File: src/rtl/stable_value_pkg.sv
// Shared encodings and the width helper used by the stable-value scheduler and its arbiter.
package stable_value_pkg;

  typedef enum logic [1:0] {
    UNSTABLE      = 2'b00,
    PENDING       = 2'b01,
    WAIT_UNSTABLE = 2'b11
  } ch_state_t;

  typedef enum logic {
    IDLE = 1'b0,
    SCAN = 1'b1
  } scan_state_t;

  function automatic int clog2(input int value);
    int r;
    r = 0;
    for (int i = 0; i < 31; i++) begin
      if ((1 << i) < value) r = i + 1;
    end
    return r;
  endfunction

endpackage

File: src/rtl/stable_value_rr_arbiter.sv
// Round-robin pick among requesting channels, starting just after the last grant.
// Purely combinational; zero latency, no backpressure of its own.
module stable_value_rr_arbiter
  import stable_value_pkg::*;
#(
  parameter int CHANNELS = 4
) (
  input  logic [CHANNELS-1:0]        i_req_mask,
  input  logic [clog2(CHANNELS)-1:0] i_last_grant,
  output logic [clog2(CHANNELS)-1:0] o_grant,
  output logic                       o_any_request
);

  localparam int IW = clog2(CHANNELS);

  int            w_idx;
  logic [IW-1:0] w_pos;

  always_comb begin
    o_grant       = '0;
    o_any_request = 1'b0;
    w_idx         = 0;
    w_pos         = '0;
    for (int i = 1; i <= CHANNELS; i++) begin
      w_idx = int'(i_last_grant) + i;
      if (w_idx >= CHANNELS) w_idx = w_idx - CHANNELS;
      w_pos = IW'(w_idx);
      if (!o_any_request && i_req_mask[w_pos]) begin
        o_any_request = 1'b1;
        o_grant       = w_pos;
      end
    end
  end

endmodule

File: src/rtl/stable_value_scheduler.sv
// Debounces CHANNELS raw inputs (4 equal samples, one sample per channel per tick) and reports
// each newly stable value once through a valid/ready event port that holds while not ready.
module stable_value_scheduler
  import stable_value_pkg::*;
#(
  parameter int CHANNELS = 4,
  parameter int WIDTH    = 1,
  parameter int DIVIDER  = 1000
) (
  input  logic                        clock,
  input  logic                        reset_n,
  input  logic [CHANNELS*WIDTH-1:0]   rawValues,
  output logic                        eventValid,
  output logic [clog2(CHANNELS)-1:0]  eventChannel,
  output logic [WIDTH-1:0]            eventValue,
  input  logic                        eventReady,
  output logic [CHANNELS-1:0]         stableMask
);

  localparam int IW = clog2(CHANNELS);
  localparam int PW = clog2(DIVIDER);

  if (DIVIDER <= CHANNELS || CHANNELS < 2 || CHANNELS > 16) begin : g_param_check
    $error("stable_value_scheduler: requires 2 <= CHANNELS <= 16 and DIVIDER > CHANNELS");
  end

  logic [PW-1:0]    r_presc;
  logic             w_tick;
  scan_state_t      r_scan_state;
  logic [IW-1:0]    r_scan_idx;

  ch_state_t        r_ch_state [CHANNELS];
  logic [WIDTH-1:0] r_h1       [CHANNELS];
  logic [WIDTH-1:0] r_h2       [CHANNELS];
  logic [WIDTH-1:0] r_h3       [CHANNELS];
  logic [WIDTH-1:0] r_stable   [CHANNELS];
  logic [1:0]       r_fill     [CHANNELS];

  logic             r_evt_vld;
  logic [IW-1:0]    r_evt_ch;
  logic [WIDTH-1:0] r_evt_val;
  logic [IW-1:0]    r_last_grant;

  logic                w_visit;
  logic [WIDTH-1:0]    w_raw;
  logic                w_hist_eq;
  logic                w_accept;
  logic [CHANNELS-1:0] w_pending;
  logic [IW-1:0]       w_grant;
  logic                w_any_req;

  assign w_tick   = (r_presc == PW'(DIVIDER - 1));
  assign w_visit  = (r_scan_state == SCAN);
  assign w_accept = r_evt_vld && eventReady;

  always_ff @(posedge clock or negedge reset_n) begin
    if (!reset_n) begin
      r_presc <= '0;
    end else if (w_tick) begin
      r_presc <= '0;
    end else begin
      r_presc <= r_presc + PW'(1);
    end
  end

  always_ff @(posedge clock or negedge reset_n) begin
    if (!reset_n) begin
      r_scan_state <= IDLE;
      r_scan_idx   <= '0;
    end else begin
      case (r_scan_state)
        IDLE: begin
          r_scan_idx <= '0;
          if (w_tick) r_scan_state <= SCAN;
        end
        SCAN: begin
          if (r_scan_idx == IW'(CHANNELS - 1)) begin
            r_scan_state <= IDLE;
            r_scan_idx   <= '0;
          end else begin
            r_scan_idx <= r_scan_idx + IW'(1);
          end
        end
        default: r_scan_state <= IDLE;
      endcase
    end
  end

  // Single shared comparator: only the channel under the scan pointer is examined each clock.
  always_comb begin
    w_raw = '0;
    for (int k = 0; k < CHANNELS; k++) begin
      if (r_scan_idx == IW'(k)) w_raw = rawValues[k*WIDTH +: WIDTH];
    end
    w_hist_eq = (w_raw == r_h1[r_scan_idx]) && (r_h1[r_scan_idx] == r_h2[r_scan_idx]) &&
                (r_h2[r_scan_idx] == r_h3[r_scan_idx]);
  end

  always_comb begin
    for (int k = 0; k < CHANNELS; k++) begin
      w_pending[k]  = (r_ch_state[k] == PENDING);
      stableMask[k] = (r_ch_state[k] != UNSTABLE);
    end
  end

  // The accept is written last so it overrides a same-clock visit to the granted channel.
  always_ff @(posedge clock or negedge reset_n) begin
    if (!reset_n) begin
      for (int k = 0; k < CHANNELS; k++) begin
        r_ch_state[k] <= UNSTABLE;
        r_h1[k]       <= '0;
        r_h2[k]       <= '0;
        r_h3[k]       <= '0;
        r_stable[k]   <= '0;
        r_fill[k]     <= '0;
      end
    end else begin
      if (w_visit) begin
        case (r_ch_state[r_scan_idx])
          UNSTABLE: begin
            r_h1[r_scan_idx] <= w_raw;
            r_h2[r_scan_idx] <= r_h1[r_scan_idx];
            r_h3[r_scan_idx] <= r_h2[r_scan_idx];
            if (r_fill[r_scan_idx] != 2'd3) r_fill[r_scan_idx] <= r_fill[r_scan_idx] + 2'd1;
            if (r_fill[r_scan_idx] == 2'd3 && w_hist_eq) begin
              r_stable[r_scan_idx]   <= w_raw;
              r_ch_state[r_scan_idx] <= PENDING;
            end
          end
          WAIT_UNSTABLE: begin
            if (w_raw != r_stable[r_scan_idx]) begin
              r_ch_state[r_scan_idx] <= UNSTABLE;
              r_h1[r_scan_idx]       <= w_raw;
              r_fill[r_scan_idx]     <= 2'd1;
            end
          end
          default: ;
        endcase
      end
      if (w_accept) r_ch_state[r_evt_ch] <= WAIT_UNSTABLE;
    end
  end

  stable_value_rr_arbiter #(
    .CHANNELS (CHANNELS)
  ) u_arbiter (
    .i_req_mask    (w_pending),
    .i_last_grant  (r_last_grant),
    .o_grant       (w_grant),
    .o_any_request (w_any_req)
  );

  // Arbitration only runs while nothing is presented, which yields the post-accept bubble.
  always_ff @(posedge clock or negedge reset_n) begin
    if (!reset_n) begin
      r_evt_vld    <= 1'b0;
      r_evt_ch     <= '0;
      r_evt_val    <= '0;
      r_last_grant <= IW'(CHANNELS - 1);
    end else if (!r_evt_vld) begin
      if (w_any_req) begin
        r_evt_vld <= 1'b1;
        r_evt_ch  <= w_grant;
        r_evt_val <= r_stable[w_grant];
      end
    end else if (eventReady) begin
      r_evt_vld    <= 1'b0;
      r_last_grant <= r_evt_ch;
    end
  end

  assign eventValid   = r_evt_vld;
  assign eventChannel = r_evt_ch;
  assign eventValue   = r_evt_val;

endmodule

File: config.mk
export PLATFORM = sky130hd
export DESIGN_NAME = stable_value_scheduler
export DESIGN_NICKNAME = d
export VERILOG_FILES = /design/src/rtl/stable_value_pkg.sv /design/src/rtl/stable_value_rr_arbiter.sv /design/src/rtl/stable_value_scheduler.sv
export SDC_FILE = /design/constraint.sdc
export NUM_CORES = 1
export LEC_CHECK = 0
export BUFFER_PORTS_ARGS = -buffer_cell sky130_fd_sc_hd__clkbuf_2
export CORE_UTILIZATION = 30
export CTS_BUF_LIST = sky130_fd_sc_hd__clkbuf_2 sky130_fd_sc_hd__clkbuf_4 sky130_fd_sc_hd__clkbuf_8
export DETAILED_ROUTE_END_ITERATION = 6
export PLACE_DENSITY = 0.46
export SLEW_MARGIN = 15
export SYNTH_ARGS = -nofsm -noshare
export SYNTH_HDL_FRONTEND = slang
export SYNTH_SLANG_ARGS = --single-unit
File: constraint.sdc
create_clock -name clock -period 3.41 [get_ports clock]
set_input_delay 0.1705 -clock clock [delete_from_list [all_inputs] [get_ports clock]]
set_output_delay 0.1705 -clock clock [all_outputs]
set_load 0.03 [all_outputs]
# After elaboration in Yosys (flattened, before gate mapping)
# Cells that the tools add are included.
# op_classes
multipliers,0
eq_ne,17
shifts,0
order_cmp,13
n_mux,75
n_div,0
n_addsub,11
reduce_logical,25
bitwise,13
# op_table
operator,count
2-to-1 mux 8 bit,6
case mux 8 bit (2 select lines),2
2-to-1 mux 2 bit,15
2-to-1 mux 1 bit,28
binary-select mux 1 bit (select 2 bit),9
greater-or-equal comparator 3 bit (second input constant),6
bitwise mux 4 bit,4
less-than comparator 2 x 3 -> 1 bit (second input constant),4
adder 10 x 1 -> 10 bit (second input constant),1
== test 10 bit (second input constant),1
== test 2 x 1 -> 1 bit (second input constant),5
2-to-1 mux 10 bit,1
nonzero test 2 bit,5
logical AND 1 bit,9
inverter 2 -> 3 bit,3
AND 4 bit,2
AND 8 bit,1
binary-select mux 2 bit (select 2 bit),2
bitwise mux 8 bit,1
demux 2 bit (select 2 bit),2
== test 2 bit (second input constant),4
inverter 8 bit,1
OR 4 bit,2
OR 8 bit,1
other kinds (22),39
# totals
wordCells,185
inputBits,7
register_bits,51
romBits,0
mem_bits_rw,0
n_memories,0
latch_bits,0

# Longest topological paths before layout
# depth
depth_word,19
ltp_mapped,10
ltp_nobuf,8

# Hierarchy
# From an unflattened synthesis, not the netlist that was laid out.
# hier_totals
hier_cells,258
hier_area_um2,2907.8
# by_module_without_submodules
module,n_inst,area_per_inst_um2,cells_per_inst,seq_area_each_um2
stable_value_scheduler,1,2816.5,244,1278.7
stable_value_rr_arbiter,1,91.3,14,0.0

# Worst setup path after synthesis
# Ideal clock, no wire load.
# synth_path
path_kind,reg2reg
startpoint,register r_scan_idx[0]
endpoint,register r_fill[0] (netlist name)
slack_ns,0.849
t_arrival_ns,2.437
required_time_ns,3.285
path_stages_with_launch,10
path_cell_list,dfrtp_1 > buf_6 > inv_1 > ha_1 > a211o_2 > a31oi_2 > o21ai_0 > a31oi_4 > and3_2 > mux2_2
# synth_via
elab_chain_cells,8
# synth_rtl
item,line,text
start: declaration,stable_value_scheduler.sv:30,logic [IW-1:0] r_scan_idx;
start signal: assignment,stable_value_scheduler.sv:81,r_scan_idx <= r_scan_idx + IW'(1);
inverter 2 -> 3 bit (not written as such) or zero test 2 bit (tied branches),--,
binary-select mux 2 bit (select 2 bit) (tied with other cells),stable_value_scheduler.sv:124,if (r_fill[r_scan_idx] != 2'd3) r_fill[r_scan_idx] <= r_fill[r_scan_idx] + 2'd1;
2-to-1 mux 2 bit (not written as such) (tied with other cells) (2 in a row),stable_value_scheduler.sv:124,
adder 2 x 1 -> 2 bit (tied with other cells),stable_value_scheduler.sv:124,
bitwise mux 8 bit (tied with other cells),stable_value_scheduler.sv:124,
2-to-1 mux 8 bit (tied with other cells),stable_value_scheduler.sv:124,
case mux 8 bit (2 select lines) or AND reduction 4 bit (tied branches),--,
end signal: indexed assignment,stable_value_scheduler.sv:115,r_fill[k] <= '0;
end signal: indexed assignment,stable_value_scheduler.sv:134,r_fill[r_scan_idx] <= 2'd1;
end: declaration,stable_value_scheduler.sv:37,logic [1:0] r_fill [CHANNELS];
# Several ways; a longest one is shown, not always the timed one. The select of a mux whose other input is x is not followed.
# A chain may end at the register's enable or synchronous reset.

# Final worst setup path
# layout_path
startpoint,register r_scan_idx[0]
endpoint,register r_fill[2] (netlist name)
# The elaborated chain is that of the path after synthesis.

==> flow_summary.json <==
{
  "dr.pass1.iters": 4,
  "htree_num_levels": 2,
  "finClkSkew_ns": 0.008075,
  "period_needed_ns": 3.055,
  "synthSimpleGateAreaFrac_pct": 14.99,
  "synth-seq-cells": 51,
  "cp_slowest_cell": "dfrtp_1",
  "dr.max_layer_used": "met4",
  "cts-root-buf": "clkbuf_8",
  "outcome": "finished, final reports clean",
  "io_pins": 15,
  "leakage_nw": 1.432,
  "synth_edf_count": 0,
  "globalplace.congestion": 0.7592,
  "grt_usage_pct": 13.91,
  "layout.nets": 280,
  "slew_violations": 0,
  "synth_compound_area_share_pct": 12.69,
  "relSlewSlack_pct": 33.78,
  "async_flop_share_pct": 100.0,
  "rsz0062_at_grt": "false",
  "fillers": 934,
  "netlist_area_mm2": 0.002780,
  "clk_path_buf_depth": 2,
  "arrival_ns": 3.24,
  "max-cap-violations": 0,
  "routed_wl_um": 6118,
  "start_util_pct": 31.42,
  "final_cells": 374,
  "synth_top_family_by_area": "multiplexers",
  "cts.clk_slew.worst_paths_ns": 0.10,
  "fp.dieArea_mm2": 0.009656,
  "period_share_pct": 89.58,
  "met2_length_um": 3012,
  "hold_viol": 0,
  "seq_area_frac_synth_pct": 45.99,
  "drc": 0,
  "ant_nets": 0,
  "synthDistinctLibCells": 50,
  "die_x_um": 98.27,
  "dp.cells": 365,
  "max_freq_mhz": 327.4,
  "synth_warnings": 0,
  "n_antenna_cell": 0,
  "setup_violations": 0,
  "synthCells": 242,
  "grt_max_degree": 32,
  "met1_length_um": 2962,
  "portBuffers": 14,
  "worst_pin_slew_ns": 0.9857,
  "core_area_mm2": 0.008848,
  "rows": 34,
  "ff2ff_setup_slack_ns": 0.36,
  "yosys.area_share.adder_pct": 3.600,
  "worstSetupEndpointType": "flip-flop",
  "cts_resized": 0,
  "cts_buffers": 5,
  "muxShareOfSynthArea_pct": 16.74,
  "grt.overflow.total": 0,
  "first_iter_violations": 40,
  "tns_ns": 0,
  "vias": 1911,
  "syn_area_per_cell_um2": 11.49,
  "synth_xor_area_share_pct": 2.205,
  "vias_per_cell": 5.110,
  "die_h_um": 98.27,
  "drive_gt1_share_pct": 25.94,
  "cp_cell_sequence": "inv_1 > ha_1 > a211o_2 > a31oi_2 > o21ai_0 > a31oi_4 > and3_2 > mux2_2",
  "hold_path_class": "input port to flip-flop",
  "cts_tree": "done",
  "met3_length_um": 99,
  "ys.flop_type": "dfrtp_1",
  "grt_pass1_wl_um": 10450,
  "path_class": "flip-flop to flip-flop",
  "antenna_found_initial": 0,
  "clk_latency_ns": 0.30,
  "cts.sink_count": 51,
  "irDropWorstVdd_mv": 0.1383,
  "synth_nets": 257,
  "required_ns": 3.60,
  "startpoint_type": "flip-flop",
  "dp_hpwl_um": 4569,
  "worstPathMaxFanout": 10,
  "cp_slowest_stage_delay_ns": 0.63,
  "power_density_mw_per_mm2": 322.0,
  "routedWlPerCell_um": 16.36,
  "grt_pass1_vias": 2044,
  "areaGrowthSynthToFinish_pct": 10.31
}
[layout make-up]
| type | count | area, µm² | share of cell area (%) |
|---|---|---|---|
| Tap cell | 108 | 135.1 | 4.406 |
| Clock buffer | 6 | 76.32 | 2.489 |
| Sequential cell | 51 | 1279 | 41.70 |
| Inverter | 13 | 48.80 | 1.591 |
| Clock inverter | 2 | 13.76 | 0.4488 |
| Timing Repair Buffer | 20 | 117.6 | 3.835 |
| Multi-Input combinational cell | 174 | 1396 | 45.53 |
[what timing repair did]
action / in CTS / in global routing
hold buffers: 1 / 0
setup buffers: 0 / 0
endpoints found under the hold margin: 18 / 0
[layout by cell type (no fill, tap or decap), types with 6 or more instances in the layout]
cell	synthesis	layout
clkbuf_2	0	14
nor3_1	6	6
ha_1	8	8
dfrtp_1	49	49
nand3_1	9	9
mux4_1	7	7
mux2_2	21	21
nor2_1	15	15
nand2_1	22	22
inv_1	13	13
o21ai_0	15	15
[logic make-up (layout without fill, tap and decap cells)]
group           after synthesis  after routing
xor+xnor                      7              7
fa+ha+maj                     8              8
mux                          30             30
simple gates                 81             81
buf+inv                      17             41
flops                        51             51
compound gates               48             48
[cells in the mapped netlist (4+ instances only)]
master / instances / area (µm²)
o41ai_1: 4 / 35.03
nand2_1: 22 / 82.58
a211oi_1: 4 / 30.03
nor2_1: 15 / 56.30
mux2_2: 21 / 236.5
mux4_1: 7 / 183.9
dfrtp_1: 49 / 1226
ha_1: 8 / 100.1
a21oi_1: 4 / 20.02
inv_1: 13 / 48.80
nand3_1: 9 / 45.04
o21ai_0: 15 / 75.07
nor3_1: 6 / 30.03
xor2_1: 5 / 43.79
and3_2: 5 / 37.54
[worst paths after layout]
kind / start / endpoint / cells past startpoint
max: r_scan_idx[0] / r_fill[2] / 8
min: eventReady / r_last_grant[1] / 3
max reg2reg: r_scan_idx[0] / r_fill[2] / 8
min reg2reg: r_presc[0] / r_presc[0] / 1
max in group asynchronous: reset_n / r_scan_idx[1] / 3
min in group asynchronous: reset_n / eventValid / 2
[flip-flops by register name, indices dropped and copies added, names as in the netlist, 4 cells and up]
name,flops
r_ch_state,8
r_fill,8
r_h1,4
r_h2,4
r_h3,4
r_presc,10
r_stable,4
[stage by stage]
step / hold slack, ns / power [mW] / util (%) / setup slack [ns] / area [µm²]
2_1_floorplan: -0.1251 / 0.6208 / - / 0.8487 / 2780
3_3_place_gp: 0.1757 / 0.6397 / 33.53 / 0.4770 / 2967
3_5_place_dp: 0.1755 / 0.6396 / 33.53 / 0.3954 / 2967
4_1_cts: 0.1438 / 1.011 / 34.66 / 0.3550 / 3067
5_1_grt: 0.1570 / 1.032 / 34.66 / 0.1626 / 3067
6_report: 0.1503 / 0.9873 / 34.66 / 0.3552 / 3067
[critical path, delay by kind of cell, from the launching register on]
kind            cells  cell delay, ns
compound gates      4            1.30
flops               1            0.63
mux                 1            0.33
fa+ha+maj           1            0.30
simple gates        1            0.25
buf+inv             1            0.12
[power breakdown]
group          internal, mW  leakage (nW)  total (mW)  switching (mW)
Clock                 0.153        0.0486       0.360           0.207
Sequential            0.604         0.691       0.604               0
Combinational       0.00604         0.693      0.0228          0.0168
[per-layer routing]
layer | global-route usage (%) | up-vias
li1 | - | 940
met1 | 18.44 | 959
met2 | 23.24 | 10
met3 | 2.505 | 2
met4 | 4.133 | 0
met5 | 0 | -
Power figures use the tool's default switching activity.
